[config.mk]
export PLATFORM = sky130hd
export DESIGN_NAME = apb_ss_guard_flat
export DESIGN_NICKNAME = d
export VERILOG_FILES = /design/src/rtl/apb_ss_guard_if.sv /design/src/rtl/apb_ss_guard.sv /design/src/flat_wrapper.sv
export SDC_FILE = /design/constraint.sdc
export NUM_CORES = 1
export LEC_CHECK = 0
export BUFFER_PORTS_ARGS = -buffer_cell sky130_fd_sc_hd__buf_4
export CAP_MARGIN = 20
export CORE_MARGIN = 2
export CORE_UTILIZATION = 55
export CTS_CLUSTER_DIAMETER = 80
export CTS_CLUSTER_SIZE = 25
export DETAILED_ROUTE_END_ITERATION = 12
export GPL_ROUTABILITY_DRIVEN = 0
export MAX_ROUTING_LAYER = met4
export PLACE_DENSITY_LB_ADDON = 0.3
export SLEW_MARGIN = 25
export SYNTH_ARGS = -nofsm -noshare
export SYNTH_HDL_FRONTEND = slang
export SYNTH_SLANG_ARGS = --single-unit
[constraint.sdc]
create_clock -name clk -period 9.85 [get_ports clk]
set_input_delay 0.4925 -clock clk [delete_from_list [all_inputs] [get_ports clk]]
set_output_delay 0.4925 -clock clk [all_outputs]
set_load 0.02 [all_outputs]
[src/rtl/apb_ss_guard_if.sv]
// APB bus bundle shared by the upstream (interconnect) and downstream (subsystem) sides of the guard.
interface apb_ss_guard_if #(
  parameter int unsigned AW = 32,
  parameter int unsigned DW = 32
) ();
  localparam int unsigned SW = DW / 8;

  logic [AW-1:0] PADDR;
  logic          PSEL;
  logic          PENABLE;
  logic          PWRITE;
  logic [DW-1:0] PWDATA;
  logic [SW-1:0] PSTRB;
  logic [DW-1:0] PRDATA;
  logic          PREADY;
  logic          PSLVERR;

  // Requester side: drives the request, receives the response.
  modport master (
    output PADDR, PSEL, PENABLE, PWRITE, PWDATA, PSTRB,
    input  PRDATA, PREADY, PSLVERR
  );

  // Completer side: receives the request, drives the response.
  modport slave (
    input  PADDR, PSEL, PENABLE, PWRITE, PWDATA, PSTRB,
    output PRDATA, PREADY, PSLVERR
  );
endinterface

[src/rtl/apb_ss_guard.sv]
// Per-port APB guard: replays each upstream transfer to one student subsystem,
// times out hung wait states, fences the subsystem and answers with PSLVERR locally.
module apb_ss_guard #(
  parameter int unsigned APB_AW    = 32,
  parameter int unsigned APB_DW    = 32,
  parameter int unsigned TIMEOUT_W = 8,
  parameter int unsigned ERRCNT_W  = 8
) (
  input  logic                 clk,
  input  logic                 reset,
  apb_ss_guard_if.slave        s_apb,
  apb_ss_guard_if.master       m_apb,
  input  logic                 ss_enable,
  input  logic [TIMEOUT_W-1:0] timeout_cycles,
  input  logic                 fence_clr,
  output logic                 fenced,
  output logic                 timeout_evt,
  output logic [ERRCNT_W-1:0]  err_cnt
);
  localparam int unsigned APB_SW = APB_DW / 8;

  typedef enum logic [1:0] {IDLE, M_SETUP, M_ACCESS, RESP} state_e;

  typedef struct packed {
    logic [APB_AW-1:0] addr;
    logic              write;
    logic [APB_DW-1:0] wdata;
    logic [APB_SW-1:0] strb;
  } req_t;

  state_e               state_q, state_d;
  req_t                 req_q, req_d;
  logic [TIMEOUT_W-1:0] cnt_q, cnt_d, cnt_inc_c;
  logic                 fenced_q, fenced_d;
  logic                 tmo_evt_q;
  logic [ERRCNT_W-1:0]  err_q, err_d;
  logic                 local_err_c;
  logic                 setup_c, blocked_c, tmo_hit_c, m_active_c;

  req_t                 m_req_q, m_req_d;
  logic                 m_psel_q, m_psel_d, m_penable_q, m_penable_d;
  logic                 s_pready_q, s_pready_d, s_pslverr_q, s_pslverr_d;
  logic [APB_DW-1:0]    s_prdata_q, s_prdata_d;

  // Upstream setup phase detect, admission decision and saturating wait-state timeout.
  always_comb begin
    setup_c   = s_apb.PSEL & ~s_apb.PENABLE;
    blocked_c = ~ss_enable | fenced_q;
    cnt_inc_c = (cnt_q == {TIMEOUT_W{1'b1}}) ? cnt_q : cnt_q + TIMEOUT_W'(1);
    tmo_hit_c = (state_q == M_ACCESS) && !m_apb.PREADY &&
                (timeout_cycles != '0) && (cnt_inc_c == timeout_cycles);
  end

  // State register.
  always_ff @(posedge clk or posedge reset) begin
    if (reset) state_q <= IDLE;
    else       state_q <= state_d;
  end

  // Next-state logic; M_PREADY takes priority over a timeout in the same cycle.
  always_comb begin
    state_d = state_q;
    case (state_q)
      IDLE:     if (setup_c) state_d = blocked_c ? RESP : M_SETUP;
      M_SETUP:  state_d = M_ACCESS;
      M_ACCESS: if (m_apb.PREADY || tmo_hit_c) state_d = RESP;
      RESP:     state_d = IDLE;
      default:  state_d = IDLE;
    endcase
  end

  // Datapath and registered-output next values, decoded against the next state.
  always_comb begin
    req_d       = req_q;
    cnt_d       = cnt_q;
    fenced_d    = fenced_q;
    err_d       = err_q;
    local_err_c = 1'b0;
    s_prdata_d  = '0;
    s_pslverr_d = 1'b0;
    case (state_q)
      IDLE: begin
        if (setup_c) begin
          req_d.addr  = s_apb.PADDR;
          req_d.write = s_apb.PWRITE;
          req_d.wdata = s_apb.PWDATA;
          req_d.strb  = s_apb.PSTRB;
          if (blocked_c) begin
            s_pslverr_d = 1'b1;
            local_err_c = 1'b1;
          end
        end
      end
      M_SETUP: cnt_d = '0;
      M_ACCESS: begin
        if (m_apb.PREADY) begin
          s_prdata_d  = m_apb.PRDATA;
          s_pslverr_d = m_apb.PSLVERR;
        end else begin
          cnt_d = cnt_inc_c;
          if (tmo_hit_c) begin
            s_pslverr_d = 1'b1;
            local_err_c = 1'b1;
          end
        end
      end
      default: ;
    endcase
    // A timeout in the same cycle as fence_clr leaves the fence set.
    if (fence_clr) fenced_d = 1'b0;
    if (tmo_hit_c) fenced_d = 1'b1;
    if (local_err_c && (err_q != {ERRCNT_W{1'b1}})) err_d = err_q + ERRCNT_W'(1);
    m_active_c  = (state_d == M_SETUP) || (state_d == M_ACCESS);
    m_psel_d    = m_active_c;
    m_penable_d = (state_d == M_ACCESS);
    m_req_d     = m_active_c ? req_d : '0;
    s_pready_d  = (state_d == RESP);
  end

  // Datapath and output registers.
  always_ff @(posedge clk or posedge reset) begin
    if (reset) begin
      req_q       <= '0;
      cnt_q       <= '0;
      fenced_q    <= 1'b0;
      tmo_evt_q   <= 1'b0;
      err_q       <= '0;
      m_req_q     <= '0;
      m_psel_q    <= 1'b0;
      m_penable_q <= 1'b0;
      s_pready_q  <= 1'b0;
      s_pslverr_q <= 1'b0;
      s_prdata_q  <= '0;
    end else begin
      req_q       <= req_d;
      cnt_q       <= cnt_d;
      fenced_q    <= fenced_d;
      tmo_evt_q   <= tmo_hit_c;
      err_q       <= err_d;
      m_req_q     <= m_req_d;
      m_psel_q    <= m_psel_d;
      m_penable_q <= m_penable_d;
      s_pready_q  <= s_pready_d;
      s_pslverr_q <= s_pslverr_d;
      s_prdata_q  <= s_prdata_d;
    end
  end

  assign m_apb.PADDR   = m_req_q.addr;
  assign m_apb.PWRITE  = m_req_q.write;
  assign m_apb.PWDATA  = m_req_q.wdata;
  assign m_apb.PSTRB   = m_req_q.strb;
  assign m_apb.PSEL    = m_psel_q;
  assign m_apb.PENABLE = m_penable_q;
  assign s_apb.PREADY  = s_pready_q;
  assign s_apb.PSLVERR = s_pslverr_q;
  assign s_apb.PRDATA  = s_prdata_q;
  assign fenced        = fenced_q;
  assign timeout_evt   = tmo_evt_q;
  assign err_cnt       = err_q;
endmodule

[src/flat_wrapper.sv]
// flat-port wrapper written by rule: the top's interface ports become plain ports
module apb_ss_guard_flat 
#(
  parameter int unsigned APB_AW    = 32,
  parameter int unsigned APB_DW    = 32,
  parameter int unsigned TIMEOUT_W = 8,
  parameter int unsigned ERRCNT_W  = 8
)
  (clk, reset, ss_enable, timeout_cycles, fence_clr, fenced, timeout_evt, err_cnt, s_apb_PADDR, s_apb_PSEL, s_apb_PENABLE, s_apb_PWRITE, s_apb_PWDATA, s_apb_PSTRB, s_apb_PRDATA, s_apb_PREADY, s_apb_PSLVERR, m_apb_PADDR, m_apb_PSEL, m_apb_PENABLE, m_apb_PWRITE, m_apb_PWDATA, m_apb_PSTRB, m_apb_PRDATA, m_apb_PREADY, m_apb_PSLVERR);
  apb_ss_guard_if #(.AW(32), .DW(32)) s_apb_i ();
  apb_ss_guard_if #(.AW(32), .DW(32)) m_apb_i ();
  input  logic clk;
  input  logic reset;
  input  logic ss_enable;
  input  logic [TIMEOUT_W-1:0] timeout_cycles;
  input  logic fence_clr;
  output logic fenced;
  output logic timeout_evt;
  output logic [ERRCNT_W-1:0] err_cnt;
  input wire logic [$bits(s_apb_i.PADDR)-1:0] s_apb_PADDR;
  input wire logic [$bits(s_apb_i.PSEL)-1:0] s_apb_PSEL;
  input wire logic [$bits(s_apb_i.PENABLE)-1:0] s_apb_PENABLE;
  input wire logic [$bits(s_apb_i.PWRITE)-1:0] s_apb_PWRITE;
  input wire logic [$bits(s_apb_i.PWDATA)-1:0] s_apb_PWDATA;
  input wire logic [$bits(s_apb_i.PSTRB)-1:0] s_apb_PSTRB;
  output wire logic [$bits(s_apb_i.PRDATA)-1:0] s_apb_PRDATA;
  output wire logic [$bits(s_apb_i.PREADY)-1:0] s_apb_PREADY;
  output wire logic [$bits(s_apb_i.PSLVERR)-1:0] s_apb_PSLVERR;
  output wire logic [$bits(m_apb_i.PADDR)-1:0] m_apb_PADDR;
  output wire logic [$bits(m_apb_i.PSEL)-1:0] m_apb_PSEL;
  output wire logic [$bits(m_apb_i.PENABLE)-1:0] m_apb_PENABLE;
  output wire logic [$bits(m_apb_i.PWRITE)-1:0] m_apb_PWRITE;
  output wire logic [$bits(m_apb_i.PWDATA)-1:0] m_apb_PWDATA;
  output wire logic [$bits(m_apb_i.PSTRB)-1:0] m_apb_PSTRB;
  input wire logic [$bits(m_apb_i.PRDATA)-1:0] m_apb_PRDATA;
  input wire logic [$bits(m_apb_i.PREADY)-1:0] m_apb_PREADY;
  input wire logic [$bits(m_apb_i.PSLVERR)-1:0] m_apb_PSLVERR;
  assign s_apb_i.PADDR = s_apb_PADDR;
  assign s_apb_i.PSEL = s_apb_PSEL;
  assign s_apb_i.PENABLE = s_apb_PENABLE;
  assign s_apb_i.PWRITE = s_apb_PWRITE;
  assign s_apb_i.PWDATA = s_apb_PWDATA;
  assign s_apb_i.PSTRB = s_apb_PSTRB;
  assign s_apb_PRDATA = s_apb_i.PRDATA;
  assign s_apb_PREADY = s_apb_i.PREADY;
  assign s_apb_PSLVERR = s_apb_i.PSLVERR;
  assign m_apb_PADDR = m_apb_i.PADDR;
  assign m_apb_PSEL = m_apb_i.PSEL;
  assign m_apb_PENABLE = m_apb_i.PENABLE;
  assign m_apb_PWRITE = m_apb_i.PWRITE;
  assign m_apb_PWDATA = m_apb_i.PWDATA;
  assign m_apb_PSTRB = m_apb_i.PSTRB;
  assign m_apb_i.PRDATA = m_apb_PRDATA;
  assign m_apb_i.PREADY = m_apb_PREADY;
  assign m_apb_i.PSLVERR = m_apb_PSLVERR;
  apb_ss_guard #(.APB_AW(APB_AW), .APB_DW(APB_DW), .TIMEOUT_W(TIMEOUT_W), .ERRCNT_W(ERRCNT_W)) u_core (.clk(clk), .reset(reset), .s_apb(s_apb_i), .m_apb(m_apb_i), .ss_enable(ss_enable), .timeout_cycles(timeout_cycles), .fence_clr(fence_clr), .fenced(fenced), .timeout_evt(timeout_evt), .err_cnt(err_cnt));
endmodule
==> results.json, run 1 <==
{
  "io_pins": 232,
  "synth_top_area_share_pct": 65.2,
  "drc": 0,
  "clkSinkCount": 194,
  "rsz0062_at_grt": "false",
  "p_sw_share_pct": 33.0,
  "coreArea_mm2": 0.0132,
  "endpoint_kind": "register",
  "endpoint": "u_core.m_apb.PWDATA[9]",
  "cts_resized": 0,
  "clockBufferDepth": 2,
  "p_per_area_mw_per_mm2": 314,
  "finClkSkew_ns": 0.0101,
  "pwr-share-comb_pct": 38.1,
  "cts_hold_buf": 0,
  "overflow": 0,
  "worstSkewPairLatency_ns": 0.42,
  "start_kind": "register",
  "dr.pass1.iters": 4,
  "area_growth_pct": 33.2,
  "routed_via_density": 5.28,
  "drive_gt1_share_pct": 45.1,
  "synth_warnings": 0,
  "period_needed_ns": 4.53,
  "synth-edff-count": 0,
  "post_drt_wl_per_cell_um": 17.4,
  "cts_tree": "yes",
  "htreeDepth": 4,
  "clk_pin_slew_ns": 0.06,
  "drt_iter0_drc": 286,
  "finalCritPeriodShare_pct": 46.0,
  "first_global_vias": 5234,
  "crit_arrival_ns": 4.88,
  "drv_slew": 0,
  "grt_pass1_wl_um": 26000,
  "crit_slowest_cell": "nor2b_1",
  "hp-class": "input pin to asynchronous set/reset pin",
  "avgSynthCellArea_um2": 13.8,
  "path_cells": "inv_1 -> ha_2 -> nor2b_1 -> o21a_1 -> nand4_1 -> nor4_4 -> o31ai_1 -> o21ai_0 -> ha_1 -> buf_4 -> and2_1",
  "max_stage_delay_ns": 0.74,
  "switchingPower_mw": 1.03,
  "grt_max_degree": 110,
  "rr_startpoint": "u_core.state_q[0]",
  "synth_area_mm2": 0.00744,
  "initial_utilization_pct": 56.2,
  "antenna_found_initial": 0,
  "num_rows": 42,
  "setup_viol": 0,
  "die_w_um": 120,
  "reg2reg_slack_ns": 5.32,
  "ys_ff_latch": 194,
  "synth_area_leaders": "dfrtp_1 65%, mux2_2 11%, and2_1 5.9%",
  "synth_async_sr_flop_share_pct": 100,
  "post_cts_buffers": 0,
  "syn-num-nets": 663,
  "p_leak_nw": 4.99,
  "hold_viol": 0,
  "required_ns": 10.20,
  "holdWs_ns": 0.184,
  "port_buffers": 231,
  "ys_seq_area_share_pct": 65.2,
  "die_h_um": 120,
  "cts-root-buf": "clkbuf_16",
  "critPathMaxFanout": 57,
  "synthCells": 539,
  "wl_um": 16500,
  "ys_top_cells_by_count": "194 x dfrtp_1, 71 x mux2_2, 70 x and2_1, 36 x and3_1, 23 x clkbuf_1",
  "final.setup.tns_ns": 0,
  "fmax_mhz": 221,
  "relSlewSlack_pct": 35.4,
  "synth_top_cell_by_area": "dfrtp_1",
  "p_clk_share_pct": 22.8,
  "crit_start": "u_core.state_q[0]",
  "internal_power_mw": 2.08,
  "cts_buffers": 17,
  "grt_usage_pct": 24.3,
  "yosysMostFrequentCell": "dfrtp_1",
  "dieArea_mm2": 0.0145,
  "synth_flop_cell": "dfrtp_1",
  "reg2regPathDepth": 11,
  "place.detailed.hpwl_um": 11400,
  "tightestPinTransition_ns": 0.969,
  "vias": 5008,
  "ys_types": 51,
  "antenna_left": 0,
  "worst-setup-path-type": "register to register",
  "vdd_drop_max_mv": 0.193,
  "antenna_cells": 0,
  "drv_cap": 0,
  "outcome": "finished, final reports clean",
  "r2r-end": "u_core.m_apb.PWDATA[9]",
  "nets": 884,
  "p_seq_share_pct": 39.1,
  "total_power_mw": 3.11
}
## logic make-up after synthesis
logic type / count (synthesis) / synth area share (%)
compound gates: 40 / 3.72
xor+xnor: 13 / 1.53
fa+ha+maj: 7 / 1.18
buf+inv: 38 / 2.29
flops: 194 / 65.2
mux: 75 / 11.3
simple gates: 172 / 14.7
## cells in the final DEF (no fill, tap or decap), types with 2 or more instances in the layout
cell / count
nand2_1: 7
xnor2_1: 10
a21oi_1: 12
nor2b_1: 4
a311oi_1: 2
buf_4: 232
dfrtp_1: 194
clkbuf_8: 5
inv_1: 6
mux2i_1: 3
o21a_1: 2
o2111ai_1: 3
and4_1: 4
ha_1: 6
and2_1: 70
nor4b_1: 2
nor2_1: 10
o21ai_0: 5
o211ai_1: 5
a31oi_1: 2
and4_2: 2
and3_1: 36
nand4_1: 6
nand3_1: 7
xor2_1: 3
clkinvlp_4: 3
clkbuf_1: 3
nor4_1: 3
clkbuf_16: 17
nor3_1: 7
bufinv_16: 3
nor3b_1: 4
nand2b_1: 2
mux2_2: 71
## state kept, by name, summed over array words and instances (netlist names)
| register | count |
|---|---|
| u_core.req_q | 69 |
| u_core.m_apb.PADDR | 32 |
| u_core.m_apb.PWDATA | 32 |
| u_core.s_apb.PRDATA | 32 |
| u_core.cnt_q | 8 |
| u_core.err_cnt | 8 |
| u_core.m_apb.PSTRB | 4 |
| u_core.state_q | 2 |
| u_core.fenced | 1 |
| u_core.m_apb.PENABLE | 1 |
| u_core.m_apb.PSEL | 1 |
| u_core.m_apb.PWRITE | 1 |
| u_core.s_apb.PREADY | 1 |
| u_core.s_apb.PSLVERR | 1 |
| u_core.timeout_evt | 1 |
## layout make-up
class | instances | area, um^2
clock inverters | 7 | 121
fillers | 896 | 3330
flip-flops and latches | 194 | 4850
inverters | 7 | 33.8
repair buffers | 233 | 1750
well taps | 176 | 220
clock buffers | 25 | 505
multi-input cells | 307 | 2420
## power by group through the flow
| stage | Sequential, mW | Clock [mW] | Combinational [mW] |
|---|---|---|---|
| floorplan | 1.37 | 0 | 0.601 |
| global placement | 1.21 | 0 | 1.14 |
| detailed placement | 1.23 | 0 | 1.19 |
| CTS | 1.22 | 0.724 | 1.20 |
| global route | 1.24 | 0.758 | 1.29 |
| finish | 1.21 | 0.710 | 1.19 |
## per-layer routing
| layer | part of all wire [%] | up-vias | track usage (%) |
|---|---|---|---|
| li1 | - | 2295 | - |
| met3 | 6.8 | 27 | 7.88 |
| met1 | 38 | 2513 | 27.6 |
| met4 | 1.8 | 0 | 9.01 |
| met2 | 53 | 173 | 40.7 |
| met5 | 0 | - | - |
## critical path, delay by kind of cell, from the launching register on
kind | cells | cell delay (ns)
AOI/OAI and AO/OA | 3 | 0.67
adders and majority gates | 2 | 0.97
buffers and inverters | 2 | 0.61
DFF | 1 | 0.41
and+or+nand+nor | 4 | 1.77
## through the flow
step	util, %	cell area [um^2]	cells	worst slack (ns)
5_1_grt	74.9	9910	949	4.89
2_1_floorplan	-	7440	539	4.07
3_5_place_dp	70.1	9280	917	5.05
6_report	74.9	9910	949	5.32
4_1_cts	74.8	9910	949	5.03
3_3_place_gp	70.1	9280	917	5.39
## worst min path at each step
stage	end	slack (ns)	cells past startpoint	from
after floorplan	u_core.req_q[0]	0.47	1	u_core.req_q[0]
after global placement	u_core.req_q[2]	0.47	1	u_core.req_q[2]
after detailed placement	u_core.req_q[22]	0.48	1	u_core.req_q[22]
after CTS	u_core.m_apb.PWDATA[7]	0.22	2	reset
after global routing	u_core.req_q[11]	0.25	2	reset
final	u_core.req_q[11]	0.18	2	reset
Note: power is estimated with default switching activity, not from simulation.
==> run 2: changes to the inputs <==
CORE_UTILIZATION = 46   (was 55)
clock period = 4.15 ns   (was 9.85 ns; I/O delays follow)
==> run 2 against run 1 <==
- worst setup slack worse by 4.8 ns
- sequential power is 140% higher
- clock skew is 0.0012 ns lower
- critical path type unchanged
- via count fell by 0.22%
- largest power group unchanged
- power grew 140%
- clock power up 130%
==> results.json, run 2 (synthesis results as in run 1) <==
{
  "period_needed_ns": 3.67,
  "rsz0062_at_grt": "false",
  "required_ns": 4.50,
  "r2r-end": "u_core.m_apb.PWDATA[14]",
  "tightestPinTransition_ns": 0.718,
  "hold_viol": 0,
  "relSlewSlack_pct": 52.1,
  "rr_startpoint": "u_core.cnt_q[0]",
  "clk_pin_slew_ns": 0.07,
  "wl_um": 16100,
  "antenna_found_initial": 0,
  "first_global_vias": 5357,
  "post_cts_buffers": 0,
  "finalCritPeriodShare_pct": 88.5,
  "fin_cells": 994,
  "clkSinkCount": 194,
  "largest_register_ffs": 69,
  "antenna_cells": 0,
  "drt_iter0_drc": 345,
  "final_cell_mix": "235 x buf_4, 194 x dfrtp_1, 71 x mux2_2, 70 x and2_1, 36 x and3_1",
  "total_power_mw": 7.34,
  "hold_depth": 2,
  "drive_gt1_share_pct": 45.8,
  "multiInputGateArea_mm2": 0.00243,
  "max_flop_register": "u_core.req_q",
  "clockBufferDepth": 2,
  "fin_ws_ns": 0.477,
  "finClkSkew_ns": 0.00895,
  "routed_via_density": 5.03,
  "overflow": 0,
  "initial_utilization_pct": 47.0,
  "critPathMaxFanout": 70,
  "place_ws_ns": 0.232,
  "final.setup.tns_ns": 0,
  "hold_start": "s_apb_PWDATA[27]",
  "layout_commonest_cell": "buf_4",
  "die_h_um": 131,
  "num_rows": 46,
  "dr.pass1.iters": 4,
  "grt_max_degree": 195,
  "area_growth_pct": 34.6,
  "port_buffers": 231,
  "worstSkewPairLatency_ns": 0.42,
  "io_pins": 232,
  "reg2regPathDepth": 10,
  "htreeDepth": 4,
  "vdd_drop_max_mv": 0.600,
  "grt_usage_pct": 19.9,
  "holdWs_ns": 0.0292,
  "grt_pass1_wl_um": 26400,
  "setup_viol": 0,
  "reg2reg_slack_ns": 0.48,
  "min_to": "u_core.req_q[31]",
  "cts_tree": "yes",
  "hp-class": "input pin to register",
  "cts-root-buf": "clkbuf_16",
  "dieArea_mm2": 0.0172,
  "die_w_um": 131,
  "p_per_area_mw_per_mm2": 732,
  "drv_cap": 0,
  "endpoint_kind": "register",
  "crit_arrival_ns": 4.02,
  "p_leak_nw": 5.02,
  "vias": 4997,
  "antenna_left": 0,
  "nets": 889,
  "cts_buffers": 17,
  "start_kind": "register",
  "place.detailed.hpwl_um": 11200,
  "outcome": "finished, final reports clean",
  "coreArea_mm2": 0.0158,
  "drc": 0,
  "post_drt_wl_per_cell_um": 16.2,
  "dp_cells": 960,
  "cts_resized": 0,
  "regArea_mm2": 0.00485,
  "fmax_mhz": 272,
  "drv_slew": 0,
  "nFillCells": 1198,
  "worst-setup-path-type": "register to register"
}
-- run 2: cell types whose count changed in the layout (fill, tap and decap cells not counted), moves of 2 or more --
cell,change
buf_4,+3
clkbuf_1,-3
clkinv_2,+3
inv_6,+2
-- run 2: report_power, final --
group	internal, mW	switching (mW)
Sequential	2.63	0.240
Combinational	1.32	1.51
Clock	0.954	0.688
Total	4.90	2.44
-- run 2: critical path: stages, from the launching register on --
cell and delay (ns):
dfrtp_1 0.49, ha_1 0.38, and3_4 0.28, nand2_1 0.19, mux2i_1 0.19, a2111o_1 0.40, nor4_4 0.30, o31ai_1 0.11
o21ai_0 0.39, ha_4 0.57, and2_1 0.24
-- run 2: how the worst max path moves through the flow --
stage                               start                 endpoint  cells after the start
after global placement    u_core.cnt_q[1]  u_core.m_apb.PWDATA[16]                     10
after floorplan           u_core.cnt_q[0]   u_core.m_apb.PADDR[21]                     14
after CTS                 u_core.cnt_q[1]  u_core.m_apb.PWDATA[14]                     10
after detailed placement  u_core.cnt_q[0]   u_core.m_apb.PADDR[15]                     10
after global routing      u_core.cnt_q[1]  u_core.m_apb.PWDATA[14]                     10
final                     u_core.cnt_q[0]  u_core.m_apb.PWDATA[14]                     10
-- run 2: area by class of cell --
cell class | count | area share [%]
inverters | 7 | 0.300
flip-flops and latches | 194 | 48.5
clock buffers | 21 | 4.80
clock inverters | 11 | 1.24
multi-input cells | 307 | 24.3
repair buffers | 238 | 18.2
well taps | 216 | 2.70
-- run 2: what timing repair did --
action,4_1_cts,5_1_grt
hold buffers,0,1
endpoints found under the setup margin,0,0
hold endpoints to repair,0,75
-- run 2: metrics by stage --
stage / cell area, um^2 / utilization (%)
after floorplan: 7450 / -
after global placement: 9360 / 59.2
after detailed placement: 9360 / 59.2
after CTS: 9970 / 63.0
after global routing: 10000 / 63.3
final: 10000 / 63.3
-- run 2: per-layer routing --
| metal | vias to the layer above | track usage [%] | wire (um) |
|---|---|---|---|
| li1 | 2307 | - | - |
| met1 | 2486 | 23.9 | 6580 |
| met2 | 179 | 31.1 | 7960 |
| met3 | 25 | 7.29 | 1210 |
| met4 | 0 | 7.43 | 349 |
| met5 | - | - | 0 |
==> run 3: changes to the inputs <==
ABC_AREA = 1   (was default)
CORE_UTILIZATION = 47   (was 46)
==> run 3 against run 2 <==
- first-iteration DRC count fell by 16%
- via count rose by 22%
- sequential power barely moved
- highest routed layer unchanged
- power rose by 7.9%
- flip-flop and latch count did not move
- largest cell class unchanged
- maximum frequency rose by 24%
- non-clock buffer count rose by 29
- sequential share of layout area fell by 3.9 points
- worst setup slack improved by 0.72 ns
- register-to-register slack improved by 0.72 ns
- clock power fell by 4%
==> results.json, run 3 <==
{
  "p_leak_nw": 5.94,
  "antenna_left": 0,
  "fmax_mhz": 339,
  "grt_pass1_wl_um": 28600,
  "crit_arrival_ns": 3.22,
  "place.detailed.hpwl_um": 11500,
  "endpoint_kind": "register",
  "port_buffers": 231,
  "cp_num_buf_inv": 5,
  "synthCells": 828,
  "cts_tree": "yes",
  "syn-num-nets": 952,
  "dr.pass1.iters": 4,
  "ys_top_cells_by_count": "197 x inv_1, 194 x dfrtp_1, 72 x a21oi_1, 70 x a211oi_1, 69 x or2_2",
  "cp.depth": 17,
  "num_rows": 47,
  "crit_slowest_cell": "dfrtp_1",
  "dieArea_mm2": 0.0182,
  "critPathMaxFanout": 69,
  "yosysMostFrequentCell": "inv_1",
  "outcome": "finished, final reports clean",
  "nFillCells": 1391,
  "synth_async_sr_flop_share_pct": 100,
  "drv_slew": 0,
  "first_global_vias": 6000,
  "area_growth_pct": 35.4,
  "synth_warnings": 0,
  "drc": 0,
  "drv_cap": 0,
  "initial_utilization_pct": 48.3,
  "cts-root-buf": "clkbuf_16",
  "ys_types": 30,
  "setup_viol": 0,
  "max_stage_delay_ns": 0.40,
  "vias": 6091,
  "grt_max_degree": 208,
  "hold_depth": 3,
  "cp_top_family": "simple AND/OR/NAND/NOR gates",
  "regArea_mm2": 0.00485,
  "place_area_mm2": 0.0100,
  "hold_viol": 0,
  "reg2regPathDepth": 17,
  "p_per_area_mw_per_mm2": 727,
  "place_ws_ns": 1.28,
  "routed_via_density": 4.64,
  "final_cell_mix": "233 x buf_4, 196 x inv_1, 194 x dfrtp_1, 72 x a21oi_1, 70 x a211oi_1",
  "final.setup.tns_ns": 0,
  "clockBufferDepth": 2,
  "tightestPinTransition_ns": 0.782,
  "ys_seq_area_share_pct": 60.3,
  "synth_top_area_share_pct": 60.3,
  "layout_commonest_cell": "buf_4",
  "clk_pin_slew_ns": 0.07,
  "grt_usage_pct": 20.6,
  "synth_flop_cell": "dfrtp_1",
  "ys_ff_latch": 194,
  "final_area_mm2": 0.0109,
  "drive_gt1_share_pct": 33.3,
  "die_w_um": 135,
  "rsz0062_at_grt": "false",
  "overflow": 0,
  "synth-edff-count": 0,
  "synth_area_leaders": "dfrtp_1 60%, inv_1 9.2%, a211oi_1 6.5%",
  "io_pins": 232,
  "worstSkewPairLatency_ns": 0.43,
  "largest_register_ffs": 69,
  "required_ns": 4.41,
  "synth_top_cell_by_area": "dfrtp_1",
  "antenna_cells": 0,
  "wl_um": 17500,
  "post_cts_buffers": 0,
  "period_needed_ns": 2.95,
  "nets": 1205,
  "die_h_um": 135,
  "drt_iter0_drc": 289,
  "finClkSkew_ns": 0.0145,
  "clkSinkCount": 194,
  "cts_buffers": 17,
  "fin_ws_ns": 1.20,
  "post_drt_wl_per_cell_um": 13.3,
  "coreArea_mm2": 0.0166,
  "vdd_drop_max_mv": 0.541,
  "start_kind": "register",
  "max_flop_register": "u_core.req_q",
  "hp-class": "input pin to register",
  "antenna_found_initial": 0,
  "relSlewSlack_pct": 47.9,
  "worst-setup-path-type": "register to register",
  "finalCritPeriodShare_pct": 71.2,
  "multiInputGateArea_mm2": 0.00230,
  "synth_area_mm2": 0.00805,
  "avgSynthCellArea_um2": 9.72,
  "htreeDepth": 4,
  "path_cells": "inv_1 -> ha_1 -> inv_2 -> or2_0 -> nor2_1 -> nand2_1 -> nor2_1 -> nand2_1 -> nor2_2 -> nand2_2 -> nand2_1 -> nand3_1 -> inv_2 -> ha_1 -> inv_2 -> buf_12 -> a211oi_1"
}
-- run 3: path summary, 6_finish.rpt --
kind / startpoint / end / slack [ns]
max: u_core.state_q[0] / u_core.m_apb.PWDATA[23] / 1.20
min: m_apb_PRDATA[13] / u_core.s_apb.PRDATA[13] / 0.03
max reg2reg: u_core.state_q[0] / u_core.m_apb.PWDATA[23] / 1.20
min reg2reg: u_core.err_cnt[4] / u_core.err_cnt[4] / 0.56
max in group asynchronous: reset / u_core.m_apb.PWDATA[25] / 2.62
min in group asynchronous: reset / u_core.err_cnt[6] / 0.31
-- run 3: kinds of logic (layout without fill, tap and decap cells) --
group	after synthesis	count (layout)	synth area share [%]
compound gates	157	157	12.2
xor+xnor	8	8	0.871
fa+ha+maj	7	7	1.09
buf+inv	236	502	11.2
flops	194	194	60.3
simple gates	226	226	14.3
-- run 3: stage by stage --
stage	hold WS (ns)	utilization (%)	total power [mW]	instances
6_report	0.0291	65.5	7.92	1314
5_1_grt	0.00257	65.5	8.48	1314
4_1_cts	0.00147	65.2	8.02	1311
3_5_place_dp	0.408	60.1	6.38	1251
3_3_place_gp	0.414	60.1	6.26	1251
2_1_floorplan	0.304	-	5.16	828
-- run 3: tightest hold or removal path, stage by stage --
cell and delay [ns]:
buf_4 0.11, inv_1 0.05, nor2_1 0.04
-- run 3: cell type report --
type	count	area share, %
Multi-Input combinational cell	398	21.1
Inverter	203	7.03
Clock buffer	17	3.91
Sequential cell	194	44.6
Clock inverter	15	1.34
Timing Repair Buffer	267	19.5
Tap cell	220	2.53
-- run 3: power breakdown --
group / leakage [nW] / switching, mW / internal [mW]
Combinational: 3.26 / 1.99 / 1.44
Clock: 0.276 / 0.738 / 0.847
Sequential: 2.40 / 0.234 / 2.67
Total: 5.94 / 2.96 / 4.96
-- run 3: what timing repair did --
item,CTS,global route
hold buffers,28,2
resized for setup,0,0
endpoints found under the hold margin,28,13
-- run 3: per-layer routing --
metal / GRT usage, % / routed length (um)
met3: 5.22 / 1170
met2: 32.3 / 8480
met5: - / 0
met4: 5.26 / 159
met1: 26.9 / 7710
